## config.mk

```make
export PLATFORM = sky130hd
export DESIGN_NAME = pc_ctrl
export DESIGN_NICKNAME = d
export VERILOG_FILES = /design/src/rtl/cpu_pkg.sv /design/src/rtl/pc_redir_buf.sv /design/src/rtl/pc_ctrl.sv
export SDC_FILE = /design/constraint.sdc
export NUM_CORES = 1
export LEC_CHECK = 0
export ABC_AREA = 0
export ABC_CLOCK_PERIOD_IN_PS = 2090
export CAP_MARGIN = 20
export CORE_ASPECT_RATIO = 1.75
export CORE_MARGIN = 2
export CORE_UTILIZATION = 40
export CTS_CLUSTER_SIZE = 12
export DETAILED_ROUTE_END_ITERATION = 7
export PLACE_DENSITY = 0.7
export SLEW_MARGIN = 5
export SYNTH_ARGS = -nofsm -noshare
export SYNTH_HDL_FRONTEND = slang
export SYNTH_SLANG_ARGS = --single-unit
```

## constraint.sdc

```tcl
create_clock -name clk -period 2.09 [get_ports clk]
set_clock_uncertainty 0.05 [all_clocks]
set_input_delay 0.418 -clock clk [delete_from_list [all_inputs] [get_ports clk]]
set_output_delay 0.418 -clock clk [all_outputs]
set_load 0.01 [all_outputs]
```

## src/rtl/cpu_pkg.sv

```systemverilog
// Shared CPU front-end definitions: default vectors, fetch step and the
// redirect-buffer state encoding.
package cpu_pkg;

   localparam int          CPU_WIDTH     = 32;
   localparam logic [31:0] CPU_RESET_VEC = 32'h0000_3000;
   localparam logic [31:0] CPU_EXC_VEC   = 32'h0000_4180;
   localparam int          CPU_STEP      = 4;

   typedef enum logic {
      RB_IDLE = 1'b0,
      RB_PEND = 1'b1
   } rb_state_t;

endpackage

```

## src/rtl/pc_redir_buf.sv

```systemverilog
// Redirect buffer: holds a branch/jump target that arrived while fetch was
// stalled, until the stall lifts or an exception/eret discards it.
//
//   state   | meaning
//   --------+-----------------------------------------------
//   RB_IDLE | nothing buffered
//   RB_PEND | r_target holds a redirect waiting for !stall
module pc_redir_buf
   import cpu_pkg::*;
#(
   parameter int WIDTH = CPU_WIDTH
) (
   input  logic             clk,
   input  logic             reset,
   input  logic             i_stall,
   input  logic             i_redir_valid,
   input  logic [WIDTH-1:0] i_redir_target,
   input  logic             i_drop,
   output logic             o_pending,
   output logic [WIDTH-1:0] o_target
);

   rb_state_t        r_state = RB_IDLE;
   rb_state_t        w_state_nxt;
   logic [WIDTH-1:0] r_target = '0;
   logic             w_capture;

   assign w_capture = i_stall && i_redir_valid && !i_drop;

   always_ff @(posedge clk) begin
      if (reset) begin
         r_state  <= RB_IDLE;
         r_target <= '0;
      end else begin
         r_state <= w_state_nxt;
         if (w_capture)
            r_target <= i_redir_target;
      end
   end

   always_comb begin
      w_state_nxt = r_state;
      case (r_state)
         RB_IDLE: if (w_capture) w_state_nxt = RB_PEND;
         RB_PEND: if (i_drop || !i_stall) w_state_nxt = RB_IDLE;
         default: w_state_nxt = RB_IDLE;
      endcase
   end

   always_comb begin
      o_pending = (r_state == RB_PEND);
      o_target  = r_target;
   end

endmodule

```

## src/rtl/pc_ctrl.sv

```systemverilog
// Fetch program counter: sequential stepping, redirects (buffered across
// stalls), exception entry/return with EPC, and misaligned-target trapping.
module pc_ctrl
   import cpu_pkg::*;
#(
   parameter int               WIDTH     = CPU_WIDTH,
   parameter logic [WIDTH-1:0] RESET_VEC = WIDTH'(CPU_RESET_VEC),
   parameter logic [WIDTH-1:0] EXC_VEC   = WIDTH'(CPU_EXC_VEC),
   parameter int               STEP      = CPU_STEP
) (
   input  logic             clk,
   input  logic             reset,
   input  logic             stall,
   input  logic             redir_valid,
   input  logic [WIDTH-1:0] redir_target,
   input  logic             exc_req,
   input  logic             eret,
   output logic [WIDTH-1:0] pc,
   output logic [WIDTH-1:0] pc_plus,
   output logic [WIDTH-1:0] epc,
   output logic             in_exc,
   output logic             redir_pending,
   output logic             misalign
);

   localparam logic [WIDTH-1:0] ALIGN_MASK = WIDTH'(STEP - 1);

   logic [WIDTH-1:0] r_pc = RESET_VEC;
   logic [WIDTH-1:0] r_epc = '0;
   logic             r_in_exc = 1'b0;
   logic             r_misalign = 1'b0;

   logic             w_pending;
   logic [WIDTH-1:0] w_buf_target;
   logic [WIDTH-1:0] w_target;
   logic             w_apply;
   logic             w_mis;

   pc_redir_buf #(.WIDTH(WIDTH)) u_redir_buf (
      .clk            (clk),
      .reset          (reset),
      .i_stall        (stall),
      .i_redir_valid  (redir_valid),
      .i_redir_target (redir_target),
      .i_drop         (exc_req || eret),
      .o_pending      (w_pending),
      .o_target       (w_buf_target)
   );

   // A fresh redirect beats the buffered one; alignment is judged on whichever wins.
   assign w_target = redir_valid ? redir_target : w_buf_target;
   assign w_apply  = !stall && (redir_valid || w_pending);
   assign w_mis    = w_apply && ((w_target & ALIGN_MASK) != '0);

   always_ff @(posedge clk) begin
      if (reset) begin
         r_pc       <= RESET_VEC;
         r_epc      <= '0;
         r_in_exc   <= 1'b0;
         r_misalign <= 1'b0;
      end else begin
         r_misalign <= 1'b0;
         if (exc_req) begin
            r_pc <= EXC_VEC;
            if (!r_in_exc) begin
               r_epc    <= r_pc;
               r_in_exc <= 1'b1;
            end
         end else if (eret) begin
            r_pc     <= r_epc;
            r_in_exc <= 1'b0;
         end else if (w_mis) begin
            r_pc       <= EXC_VEC;
            r_misalign <= 1'b1;
            if (!r_in_exc) begin
               r_epc    <= w_target;
               r_in_exc <= 1'b1;
            end
         end else if (stall) begin
            r_pc <= r_pc;
         end else if (w_apply) begin
            r_pc <= w_target;
         end else begin
            r_pc <= pc_plus;
         end
      end
   end

   assign pc            = r_pc;
   assign pc_plus       = r_pc + WIDTH'(STEP);
   assign epc           = r_epc;
   assign in_exc        = r_in_exc;
   assign redir_pending = w_pending;
   assign misalign      = r_misalign;

endmodule

```

# After elaboration in Yosys (flattened, before gate mapping)
# Cells that the tools add are included.
[totals] word_cells=46 latchBits=0 mem_bits_rw=0 memories=0 in_bits=38 register_bits=99 out_inout_bits=99 rom_bits=0
[classes] order_cmp=0 div=0 shifts=0 muxes=18 multipliers=0 eq_ne=3 add_sub_neg=1 bitwise=2 n_reduce_logical=15
[ops] op="two-way mux 32 bit" n=10
[ops] op="adder 32 x 3 -> 32 bit (second input constant)" n=1
[ops] op="nonzero test 32 bit" n=1
[ops] op="two-way mux 15 bit" n=1
[ops] op="two-way mux 1 bit" n=6
[ops] op="logical AND 1 bit" n=4
[ops] op="inequality test 4 x 1 -> 1 bit (second input constant)" n=1
[ops] op="logical OR 1 bit" n=3
[ops] op="inequality test 3 x 1 -> 1 bit (second input constant)" n=1
[ops] op="AND reduction 3 bit" n=1
[ops] op="nonzero test 3 bit" n=1
[ops] op="OR reduction 3 bit" n=1
[ops] op="zero test 1 bit" n=2
[ops] op="inequality test 2 bit (second input constant)" n=1
[ops] op="NOT 1 bit" n=2
[ops] op="one-hot mux 1 bit (2 select lines)" n=1
[ops] op="nonzero test 2 bit" n=1
[ops] op="OR reduction 2 bit" n=1

# Longest topological paths before layout
# Gate-level depths: netlist of run 1.
[logic_depth] depth_word=7 mapped_depth=8 ltp_nobuf=6

# Cells and area by module
# A second synthesis of run 1 with hierarchy kept.
[hier_totals] cells_unflattened=724 hier_area_um2=5930.7
[by_module_without_submodules] module="pc_ctrl" area_per_inst_um2=4429.2 seq_area_each_um2=1321.3 cells_each=581 instances=1
[by_module_without_submodules] module="pc_redir_buf" area_per_inst_um2=1501.4 seq_area_each_um2=660.6 cells_each=143 instances=1

# Worst setup path before layout of run 1
# Ideal clock, no wire load.
[synth_timing] path_type="register -> output" startpoint="register r_pc[2] (netlist: pc[2])" endpoint="output port pc_plus[18]" setup_slack_ns=-0.076 stages_incl_launch_ff=6 arrival_ns=1.698 required_time_ns=1.622 path_buffers=0 cell_sequence="dfxtp_1 ha_1 nand4_1 or4_4 nor2_4 xor2_2"
[synth_between] elab_chain_len=1
[synth_rtl] item="start: declaration" line_no="pc_ctrl.sv:28" source="logic [WIDTH-1:0] r_pc = RESET_VEC;"
[synth_rtl] item="start signal: assignment" line_no="pc_ctrl.sv:70" source="r_pc <= r_epc;"
[synth_rtl] item="start signal: assignment" line_no="pc_ctrl.sv:80" source="r_pc <= r_pc;"
[synth_rtl] item="start signal: assignment" line_no="pc_ctrl.sv:82" source="r_pc <= w_target;"
[synth_rtl] item="adder 32 x 3 -> 32 bit" line_no="pc_ctrl.sv:90" source="assign pc_plus = r_pc + WIDTH'(STEP);"
[synth_rtl] item="end: declaration" line_no="pc_ctrl.sv:19" source="output logic [WIDTH-1:0] pc_plus,"
# No other way between the ends.

# Final worst setup path of run 1
[layout_timing] startpoint="register r_pc[2] (netlist: pc[2])" endpoint="output port pc_plus[16]"
# Same word-level chain as after synthesis.

==> results of run 1 <==
==> critical path, stage by stage (launching register included) <==
cell	delay, ps
dfxtp_4	370
ha_4	140
nand4_1	90
buf_6	150
or4_4	460
xnor2_2	200
clkdlybuf4s15_2	250
==> report_power, final <==
| group | total [W] | internal, W | switching [W] |
|---|---|---|---|
| Sequential | 0.00201 | 0.00195 | 0.0000594 |
| Clock | 0.00172 | 0.000961 | 0.000757 |
| Combinational | 0.000909 | 0.000426 | 0.000484 |
| Total | 0.00464 | 0.00334 | 0.00130 |
==> state kept, by name, summed over array words and instances (netlist names) <==
name / count
pc: 32
misalign: 1
epc: 32
u_redir_buf.o_pending: 1
in_exc: 1
u_redir_buf.o_target: 32
==> layer usage <==
layer	vias to the layer above	track usage, %	routed length, um
li1	2942	-	-
met1	3016	28.2	7280
met2	342	52.1	11300
met3	85	3.24	1360
met4	0	17.0	1200
met5	-	0	0
==> cell type report <==
cell class | instances | area, um2 | area share [%]
clock buffer | 12 | 246 | 2.91
clock inverter | 4 | 50.0 | 0.591
inverter | 9 | 33.8 | 0.399
multi-input combinational | 546 | 3520 | 41.5
sequential | 99 | 2000 | 23.6
tap | 174 | 218 | 2.57
timing repair buffer | 273 | 2410 | 28.5
==> final timing paths <==
check | from | to | slack, ps | cells past startpoint
setup / recovery | pc[2] | pc_plus[16] | -380 | 6
setup reg to reg | pc[2] | pc[9] | -40 | 10
hold / removal | u_redir_buf.o_target[15] | u_redir_buf.o_target[15] | 400 | 2
hold reg to reg | u_redir_buf.o_target[15] | u_redir_buf.o_target[15] | 400 | 2
==> cell usage in the layout, fill, tap and decap left out, types with 3 or more instances in the layout <==
cell type,instances
nand2_1,178
buf_4,110
clkdlybuf4s50_1,105
a21oi_1,96
dfxtp_1,89
nor2_1,37
mux2i_1,34
o211ai_1,34
buf_2,26
buf_6,23
xnor2_2,18
o21ai_0,17
nand4_1,12
a22o_1,12
o31ai_1,12
clkbuf_16,9
dfxtp_2,9
inv_1,8
buf_12,6
nand3_1,5
nor2_4,5
nand2_2,5
nand3_4,4
and3_1,4
o22ai_1,4
nor3_1,3
nor4_4,3
nand3b_1,3
xor2_2,3
or2_2,3
nand2b_1,3
nor2b_1,3
a221oi_1,3
==> metrics by stage <==
step | instance area [um2] | utilization (%)
floorplan | 5430 | -
finish | 8470 | 63.6
detailed placement | 7580 | 57.0
global route | 8470 | 63.6
CTS | 8120 | 61.0
global placement | 7580 | 57.0
==> cells by family after synthesis <==
| kind of cell | after synthesis | share of synthesized area (%) |
|---|---|---|
| DFF | 99 | 36.5 |
| buffers and inverters | 73 | 5.72 |
| and+or+nand+nor | 289 | 24.4 |
| xor gates and xnor gates | 26 | 4.47 |
| AOI/OAI and AO/OA | 196 | 22.4 |
| muxes | 34 | 6.27 |
| adders and majority gates | 1 | 0.230 |
==> what timing repair did <==
item,4_1_cts,5_1_grt
setup endpoints to repair,28,34
pin swaps,31,29
resized for setup,144,57
endpoints found under the hold margin,0,0
buffers inserted,19,19
==> key figures, run 1 <==
Global route
  – GRT Resource Usage Total: 27.4%
  – Global-route congestion overflow total: 0
  – Initial antenna violation count: 0
  – Maximum number of pins on one net before global-route repair: 71
  – Vias in the first global route: 6100
  – Wire length of the first global-routing pass: 31100 um

Power
  – Leak: 3.47 nW
  – Max IR drop VDD: 464 uV
  – PD cells: 548 mW/mm2
  – Power Total: 0.00464 W

Die
  – Die Y-Extent: 158 um
  – Area of the die: 0.0146 mm2
  – Starting Density: 40.8%
  – Num ports: 137
  – # rows: 56
  – Floorplan core area: 0.0133 mm2
  – Die W: 92.1 um

Timing
  – Final critical-path share of the clock period: 118%
  – Crit path setup slack, layout: -382 ps
  – Final hold violations: 0
  – Final number of setup-violating endpoints: 27
  – Worst-case headroom to the max-slew limit: 64.4%
  – Setup_tns: -6730 ps
  – Post-route worst hold slack: 404 ps
  – Unrepaired setup endpoints after global routing: true
  – Fin crit period: 2470 ps
  – Fmax: 405 MHz
  – Transition time at the pin with the least slew margin: 519 ps
  – Number of max-slew violations in the final report: 0

Drt
  – WL final: 21200 um
  – Vias: 6385
  – DR WL/cell: 18.9 um
  – DR DRC count: 0
  – Number of vias per cell after detailed routing: 5.72
  – Antenna viol nets, final: 0
  – Detailed router's first-iteration violation count: 486
  – Router iterations before antenna repair: 5

Placed design
  – Number of port buffers: 136
  – Total placed cells including tap cells: 1069
  – Placer Congestion: 0.913
  – Detailed placement HPWL: 14500 um
  – Pre-CTS WS: -421 ps

Finish
  – Nets@finish: 977
  – Layout filler cell count: 1123
  – Syn-to-layout area delta: 56.1%
  – Number of non-filler instances in the completed layout: 1117
  – Final antenna diode count: 0
  – Layout cells sized above 1: 26.9%

Min path
  – Hold/Removal Path Class: flip-flop to flip-flop

Synth
  – List of most frequent post-synthesis cells: nand2_1, dfxtp_1, a21oi_1
  – Total of flip-flops plus latches after synthesis: 99
  – Synthesized instance count: 718
  – Yosys top cell by area: dfxtp_1
  – Distinct cell type count after synthesis: 59
  – Most frequently used flop master after synthesis: dfxtp_1
  – Average instance area after synthesis: 7.56 um2
  – Proportion of synthesized chip area in sequential cells: 36.5%
  – Synth top area cells: dfxtp_1, nand2_1, a21oi_1
  – Total standard cell area after synthesis: 0.00543 mm2
  – Yosys Warn Count: 0
  – Most common cell in the synthesized netlist: nand2_1
  – Proportion of register bits with asynchronous set or reset after synthesis: 0%
  – Total nets after synthesis: 757
  – Top cell type's share of synthesized area: 36.5%
  – Count of flip-flops with a built-in enable after synthesis: 0

Clock tree
  – Number of buffers between clock root and the deepest sink: 2
  – CTS hold repair buffers: 0
  – TritonCTS Buffers: 9
  – CTS H-tree depth: 3
  – Clock tree from TritonCTS: built
  – Clock Tree Root: clkbuf_16
  – Register clock-pin slew on the reported worst setup and hold paths: 70 ps
  – Clock latency at the later pin of the worst-skew pair: 350 ps
  – Sinks on the clock net: 99

Worst setup path
  – Capturing element type of the critical path: primary output
  – Critical path data required time: 1620 ps
  – Crit path arrival time: 2000 ps
  – Type of origin of the critical path: flip-flop
  – Setup Crit Path Kind: flip-flop to primary output
  – Worst Path Max Fanout: 3

Outcome
  – Failing checks: negative setup slack
  – Result of the run: finished with violations

Job
  – Number of violations of the max-capacitance limit: 0
(Power assumes the default switching activity.)
==> inputs of run 2 (changes only) <==
- CAP_MARGIN: 20 -> default
- CORE_MARGIN: 2 -> default
- CORE_UTILIZATION: 40 -> 45
- PLACE_DENSITY: 0.7 -> 0.77
==> run 2 against run 1 <==
The run still ends with negative setup slack left. Register-to-register slack worse by 120 ps. Die area is 14% lower. Final area about the same. Critical endpoint is now pc_plus[24].
==> key figures, run 2 (synthesis results as in run 1) <==
Timing
  – Final critical-path share of the clock period: 122% (+4.0 points)
  – Crit path setup slack, layout: -465 ps (-83.6 ps)
  – Number of max-slew violations in the final report: 0 (unchanged)
  – Fin crit period: 2560 ps (+83.6 ps)
  – Unrepaired setup endpoints after global routing: true
  – Final number of setup-violating endpoints: 27 (unchanged)
  – Post-route worst hold slack: 404 ps (-0.222 ps)
  – Final hold violations: 0 (unchanged)
  – Fmax: 391 MHz (-3.3%)
  – Transition time at the pin with the least slew margin: 435 ps (-85.0 ps)
  – Worst-case headroom to the max-slew limit: 70.2% (+5.8 points)

Finish
  – Layout cells sized above 1: 26.6% (-0.30 points)
  – Most common cell after layout, fill and taps aside: nand2_1
  – Most frequent cells in the layout: nand2_1, buf_4, clkdlybuf4s50_1
  – Layout filler cell count: 835 (-26%)
  – Syn-to-layout area delta: 56.0% (about the same)
  – Final Core Density: 72.7% (+9.1 points)
  – Nets@finish: 980 (+0.31%)

Worst setup path
  – Setup Crit Path Kind: flip-flop to primary output
  – Capturing element type of the critical path: primary output
  – Worst setup slack for register-to-register paths: -160 ps (-120 ps)
  – Type of origin of the critical path: flip-flop
  – Crit path arrival time: 2090 ps (+90 ps)
  – Worst R2R End: pc[26]
  – R2R Path Start: pc[3]
  – Worst Path Max Fanout: 3 (unchanged)
  – Reg2reg path depth: 12 (+2)
  – Critical path data required time: 1620 ps (about the same)

Min path
  – Hold wc startpoint: u_redir_buf.o_target[11]
  – Hold worst-path end: u_redir_buf.o_target[11]
  – Hold/Removal Path Class: flip-flop to flip-flop
  – Count of cells along the worst hold path: 2 (unchanged)

Power
  – Max IR drop VDD: 442 uV (-4.6%)
  – Leak: 3.52 nW (+1.2%)
  – PD cells: 563 mW/mm2 (+2.8%)

Placed design
  – Number of port buffers: 136 (unchanged)
  – Placer Congestion: 0.907 (-0.67%)
  – Detailed placement HPWL: 14200 um (-2.1%)

Clock tree
  – Register clock-pin slew on the reported worst setup and hold paths: 70 ps (about the same)
  – Number of buffers between clock root and the deepest sink: 2 (unchanged)
  – TritonCTS Buffers: 9 (unchanged)
  – Clock latency at the later pin of the worst-skew pair: 350 ps (about the same)
  – CTS H-tree depth: 3 (unchanged)
  – Clock tree from TritonCTS: built
  – CTS hold repair buffers: 0 (unchanged)
  – Clock Tree Root: clkbuf_16
  – Sinks on the clock net: 99 (unchanged)

Global route
  – Maximum number of pins on one net before global-route repair: 71 (unchanged)
  – GRT Resource Usage Total: 32.1% (+4.7 points)
  – Initial antenna violation count: 0 (unchanged)
  – Global-route congestion overflow total: 0 (unchanged)
  – Vias in the first global route: 6342 (+4.0%)
  – Wire length of the first global-routing pass: 31300 um (+0.69%)

Die
  – Floorplan core area: 0.0116 mm2 (-13%)
  – # rows: 52 (-7.1%)
  – Die W: 85.0 um (-7.6%)
  – Num ports: 137 (unchanged)
  – Area of the die: 0.0125 mm2 (-14%)
  – Die Y-Extent: 147 um (-6.8%)
  – Starting Density: 46.6% (+5.8 points)

Drt
  – DR WL/cell: 19.2 um (+1.2%)
  – DR DRC count: 0 (unchanged)
  – WL final: 20700 um (-2.0%)
  – Detailed router's first-iteration violation count: 425 (-13%)
  – Number of vias per cell after detailed routing: 5.90 (+3.2%)
  – Antenna viol nets, final: 0 (unchanged)
  – Vias: 6383 (-0.031%)
  – Router iterations before antenna repair: 5 (unchanged)

Outcome
  – Result of the run: finished with violations
  – Failing checks: negative setup slack

Job
  – Number of violations of the max-capacitance limit: 0 (unchanged)
==> run 2: cell types whose count changed in the layout (fill, tap and decap cells not counted), sizes merged, moves of 2 or more <==
cell / before / now
clkinv: 1 / 3
buf: 165 / 169
clkbuf: 13 / 10
clkinvlp: 2 / 0
==> run 2: timing repair <==
item	4_1_cts	5_1_grt
pin swaps	31	37
resized for setup	140	53
setup buffers	13	21
endpoints found under the setup margin	28	34
==> run 2: layout make-up <==
type / count / area [um2] / share of cell area, %
sequential: 99 / 2000 / 23.6
antenna: 1 / 2.50 / 0.0296
clock inverter: 6 / 87.6 / 1.03
inverter: 9 / 33.8 / 0.399
multi-input combinational: 546 / 3470 / 41.0
tap: 135 / 169 / 1.99
timing repair buffer: 276 / 2460 / 29.1
clock buffer: 10 / 239 / 2.82
==> run 2: critical path, stage by stage, from the launching register on <==
cell	delay, ps
dfxtp_4	370
ha_4	130
nand4_1	130
buf_4	190
nor4_4	120
buf_4	170
buf_6	110
nand4_1	160
xnor2_2	190
buf_2	160
==> run 2: worst max path at each step <==
stage,from,end,slack [ps],cells past startpoint
after floorplan,pc[10],pc_plus[25],20,4
after global placement,pc[2],pc_plus[12],-420,8
after detailed placement,pc[2],pc_plus[12],-430,8
after CTS,pc[3],pc_plus[18],-460,6
after global routing,pc[3],pc_plus[24],-580,9
final,pc[3],pc_plus[24],-470,9
==> run 2: per-stage QoR <==
stage / power (W) / setup WS [ps] / setup TNS [ps] / instance area (um2) / cells
3_3_place_gp: 0.00289 / -421 / -16780 / 7570 / 1033
3_5_place_dp: 0.00291 / -427 / -18600 / 7570 / 1033
4_1_cts: 0.00473 / -462 / -8730 / 8090 / 1062
5_1_grt: 0.00493 / -577 / -9880 / 8470 / 1081
2_1_floorplan: 0.00245 / 21.6 / 0 / 5430 / 718
6_report: 0.00477 / -465 / -8030 / 8470 / 1082
==> run 2: layer usage <==
metal	share of wire (%)	track usage, %	wire (um)	up-vias
met3	6.3	5.56	1300	85
met2	53	57.7	10900	320
li1	-	-	-	2945
met5	0	0	0	-
met4	5.7	22.2	1180	0
met1	35	33.3	7350	3033
==> run 2: power breakdown <==
part	switching, W	leakage, nW	internal [W]
clock network	0.000757	0.163	0.00108
logic	0.000481	2.55	0.000436
registers	0.0000577	0.808	0.00195
==> inputs of run 3 (changes only) <==
- HOLD_SLACK_MARGIN: default -> 0.1
==> results of run 3 <==
No change in the layout: final DEF, timing and power equal those of run 2.
==> variant 1: new RTL, flow settings as in run 1 <==
Register the output `redir_pending`, with the module's reset; this adds one clock of latency there. The other outputs are not delayed to match.
--- a/src/rtl/pc_ctrl.sv
+++ b/src/rtl/pc_ctrl.sv
@@ -92,3 +92,9 @@
    assign in_exc        = r_in_exc;
-   assign redir_pending = w_pending;
+   always_ff @(posedge clk) begin
+      if (reset) begin
+         redir_pending <= '0;
+      end else begin
+         redir_pending <= w_pending;
+      end
+   end
    assign misalign      = r_misalign;
Check against the original RTL: not equivalent (Yosys sat finds a counterexample within 4 cycles, from zero or initial values and one cycle with reset high).
==> variant 1 against run 1 <==
The run still ends with negative setup slack left. Wire length grew 2.2%. Total power grew 1.2%. Design area grew 1.6%. Sequential cell count grew 1. Die area grew 0.49%. Area after synthesis grew 0.51%. Synthesized cell count grew 0.28%. Worst hold slack lost 0.019 ns. Non-clock buffer count grew 8. Sequential share of layout area shrank 0.16 points. Worst setup slack lost 0.046 ns. Highest routed layer unchanged.
==> variant 1: results (changes against run 1) <==
Run status:
- Result of the run: finished with violations (unchanged).
- Violated checks: negative setup slack (unchanged).

Worst setup path:
- The endpoint of the worst setup timing path is pc_plus[21] (was pc_plus[16]).
- The critical path's largest stage delay is 0.43 ns (was 0.46 ns).
- The maximum fanout count along the critical path is 4 (was 3).
- The signal arrival time at the worst endpoint came to 2.05 ns (was 2.00 ns).
- The slowest cell on the critical path was sky130_fd_sc_hd__nor4_4 (was sky130_fd_sc_hd__or4_4).

Routing:
- The via count normalized by instance count is 5.62 (was 5.72).
- The number of DRC violations after detailed-routing iteration 0 is 427 (was 486).
- The detailed-routing wirelength on met1 is 7730 microns (was 7280 microns).
- The sum of met2 wire segment lengths after detailed routing was 11700 microns (was 11300 microns).
- The total wire length is 21600 microns (was 21200 microns).

Global routing:
- The met3 global-route usage came to 2.79% (was 3.24%).
- The met2 layer usage reported by global route was 52.9% (was 52.1%).
- The total track usage is 28.5% (was 27.4%).
- The via count of the first global-routing pass is 6169 (was 6100).

STA:
- The accumulated negative setup slack is -7.48 ns (was -6.73 ns).
- The smallest setup slack after layout came to -0.428 ns (was -0.382 ns).
- The number of setup violations in the final report is 29 (was 27).
- The actual transition at the worst max-transition pin came to 0.414 ns (was 0.519 ns).

Cells and area:
- The count of filler cells inserted in the layout is 1102 (was 1123).
- The proportion of layout cells with a drive suffix above 1 came to 27.6% (was 26.9%).

Pwr:
- The worst ir drop on vdd came to 388 uV (was 464 uV).
- The leakage power is 3.55 nW (was 3.47 nW).

Synthesis:
- Commonest cells post-synth: sky130_fd_sc_hd__nand2_1 (184), sky130_fd_sc_hd__dfxtp_1 (100), sky130_fd_sc_hd__a21oi_1 (96) (was sky130_fd_sc_hd__nand2_1 (184), sky130_fd_sc_hd__dfxtp_1 (99), sky130_fd_sc_hd__a21oi_1 (96)).

Placed design:
- The global placement routability congestion is 0.931 (was 0.913).
variant 1: cell count changes in the layout (fill, tap and decap cells not counted), sizes merged:
cell,before,now
clkdlybuf4s15,1,0
nor2b,3,4
clkinv,1,2
dlygate4sd2,1,2
dfxtp,99,100
clkinvlp,2,1
inv,9,10
clkdlybuf4s50,105,104
buf,165,173
variant 1: how the worst min path moves through the flow:
stage	start	to	slack, ns
2_1_floorplan	u_redir_buf.o_target[10]	u_redir_buf.o_target[10]	0.39
3_3_place_gp	u_redir_buf.o_target[29]	u_redir_buf.o_target[29]	0.39
3_5_place_dp	u_redir_buf.o_target[5]	u_redir_buf.o_target[5]	0.40
4_1_cts	reset	pc[14]	0.37
5_1_grt	reset	epc[14]	0.38
6_report	reset	epc[14]	0.39
variant 1: cells by family after synthesis:
kind of cell               count (synthesis)  share of synthesized area (%)
and+or+nand+nor                          290                           24.4
DFF                                      100                           36.7
buffers and inverters                     73                           5.71
xor gates and xnor gates                  26                           4.45
AOI/OAI and AO/OA                        196                           22.3
muxes                                     34                           6.24
adders and majority gates                  1                          0.229
variant 1: cell type report:
class / instances / area (sq um) / area share, %
multi-input combinational: 547 / 3530 / 41.0
timing repair buffer: 281 / 2500 / 29.1
sequential: 100 / 2010 / 23.4
clock buffer: 11 / 243 / 2.82
tap: 174 / 218 / 2.53
clock inverter: 5 / 60.1 / 0.698
inverter: 9 / 33.8 / 0.393
variant 1: power groups by stage:
stage | clock network (mW) | registers (mW) | logic, mW
2_1_floorplan | 0 | 2.09 | 0.375
3_3_place_gp | 0 | 2.07 | 0.861
3_5_place_dp | 0 | 2.07 | 0.873
4_1_cts | 1.74 | 2.03 | 0.895
5_1_grt | 1.82 | 2.04 | 0.981
6_report | 1.74 | 2.03 | 0.925
==> variant 2: new RTL, config.mk and constraints of run 1 <==
Without the edit above. Change the package constant `CPU_WIDTH` from 32 to 64.
--- a/src/rtl/cpu_pkg.sv
+++ b/src/rtl/cpu_pkg.sv
@@ -4,3 +4,3 @@
 
-   localparam int          CPU_WIDTH     = 32;
+   localparam int          CPU_WIDTH     = 64;
    localparam logic [31:0] CPU_RESET_VEC = 32'h0000_3000;
Ports: changed (resized epc, pc, pc_plus and redir_target); port bits go from 137 to 265. No check against the original RTL was run, so the function may have changed too.
==> variant 2 against run 1 <==
The flow still finishes with violations (negative setup slack). Design area up 110%. Global-route usage up 3.6 points. Total power up 86%. Wire length up 120%. Worst setup slack worse by 0.52 ns. Sequential cell count up 96. Area after synthesis up 95%. Critical path depth up 2. First-iteration DRC count up 110%. Via count up 100%.
==> variant 2: results (changes against run 1) <==
Worst setup path:
- The capture instance of the worst register-to-register path is pc[21] (was pc[9]).
- The maximum fanout count along the critical path is 4 (was 3).
- The minimum setup slack among reg-to-reg paths is -0.45 ns (was -0.04 ns).
- The beginning of the worst register-to-register path is pc[8] (was pc[2]).
- The signal arrival time at the worst endpoint is 2.52 ns (was 2.00 ns).
- The critical path's largest stage delay is 0.38 ns (was 0.46 ns).

STA:
- The actual transition at the worst max-transition pin is 0.764 ns (was 0.519 ns).
- The number of setup violations in the final report is 83 (was 27).
- The worst hold slack came to 0.404 ns (about the same).
- The smallest setup slack after layout was -0.901 ns (was -0.382 ns).

Cells and area:
- The antenna diode instance count is 1 (was 0).
- The number of clock buffers in the layout came to 23 (was 12).
- The final cell utilization of the core is 68.0% (was 63.6%).
- The multi-input logic cell count was 1136 (was 546).
- The proportion of layout cells with a drive suffix above 1 came to 31.4% (was 26.9%).
- The count of nets after finishing is 1995 (was 977).
- The count of buffers not belonging to the clock network in the layout is 562 (was 273).

Synthesis:
- The number of distinct library cell variants in the gate-level netlist after synthesis is 56 (was 59).
- The proportion of synthesized chip area in sequential cells was 36.9% (was 36.5%).
- The number of standard cells after synthesis was 1459 (was 718).

Pwr:
- The leakage power came to 7.35 nW (was 3.47 nW).

Placed design:
- The post-detailed-placement half-perimeter wirelength is 30400 microns (was 14500 microns).
- The post-placement worst setup slack came to -0.808 ns (was -0.421 ns).
- The instance count after placement with tap cells included is 2154 (was 1069).
- The total placed instance area was 15300 sq um (was 7580 sq um).
- The global placement routability congestion was 0.941 (was 0.913).
- The number of buffers added on ports was 264 (was 136).

Routing:
- The first-pass iteration count of the detailed router was 7 (was 5).
- The total met3 wirelength after detailed routing is 2660 microns (was 1360 microns).
- The sum of met2 wire segment lengths after detailed routing was 24500 microns (was 11300 microns).
- The number of DRC violations after detailed-routing iteration 0 is 1016 (was 486).
- The routed length per instance is 20.4 microns (was 18.9 microns).

Run status:
- Result of the run: finished with violations (unchanged).
- Violated checks: negative setup slack (unchanged).

Global routing:
- The met3 global-route usage is 4.49% (was 3.24%).
- The met2 layer usage reported by global route came to 58.4% (was 52.1%).
- The first-pass GRT wire length was 66700 microns (was 31100 microns).
- The total track usage is 31.0% (was 27.4%).

Clock tree:
- The number of H-tree branching levels came to 4 (was 3).

Hold path:
- The worst min-delay path startpoint is u_redir_buf.o_target[25] (was u_redir_buf.o_target[15]).
## variant 2: cell count changes in the layout (fill, tap and decap cells not counted), sizes merged, moves of 19 or more
| cell | delta |
|---|---|
| o211ai | -19 |
| clkdlybuf4s50 | +88 |
| dfxtp | +96 |
| a21oi | +83 |
| nand2 | +232 |
| buf | +193 |
| o21ai | +68 |
| nor3 | +26 |
| nand3 | +20 |
| nor2 | +48 |
| xor2 | +25 |
## variant 2: power by group
part,internal (mW),switching [mW]
clock,1.88,1.50
combinational,0.615,0.772
sequential,3.80,0.0743
total,6.30,2.35
## variant 2: kinds of logic (layout without fill, tap and decap cells)
family / count (synthesis) / count (layout) / share of synthesized area [%]
DFF: 195 / 195 / 36.9
adders and majority gates: 1 / 1 / 0.118
AOI/OAI and AO/OA: 357 / 357 / 19.8
xor gates and xnor gates: 60 / 60 / 4.97
and+or+nand+nor: 653 / 654 / 27.2
muxes: 64 / 64 / 6.20
buffers and inverters: 129 / 606 / 4.88
other: 0 / 1 / 0
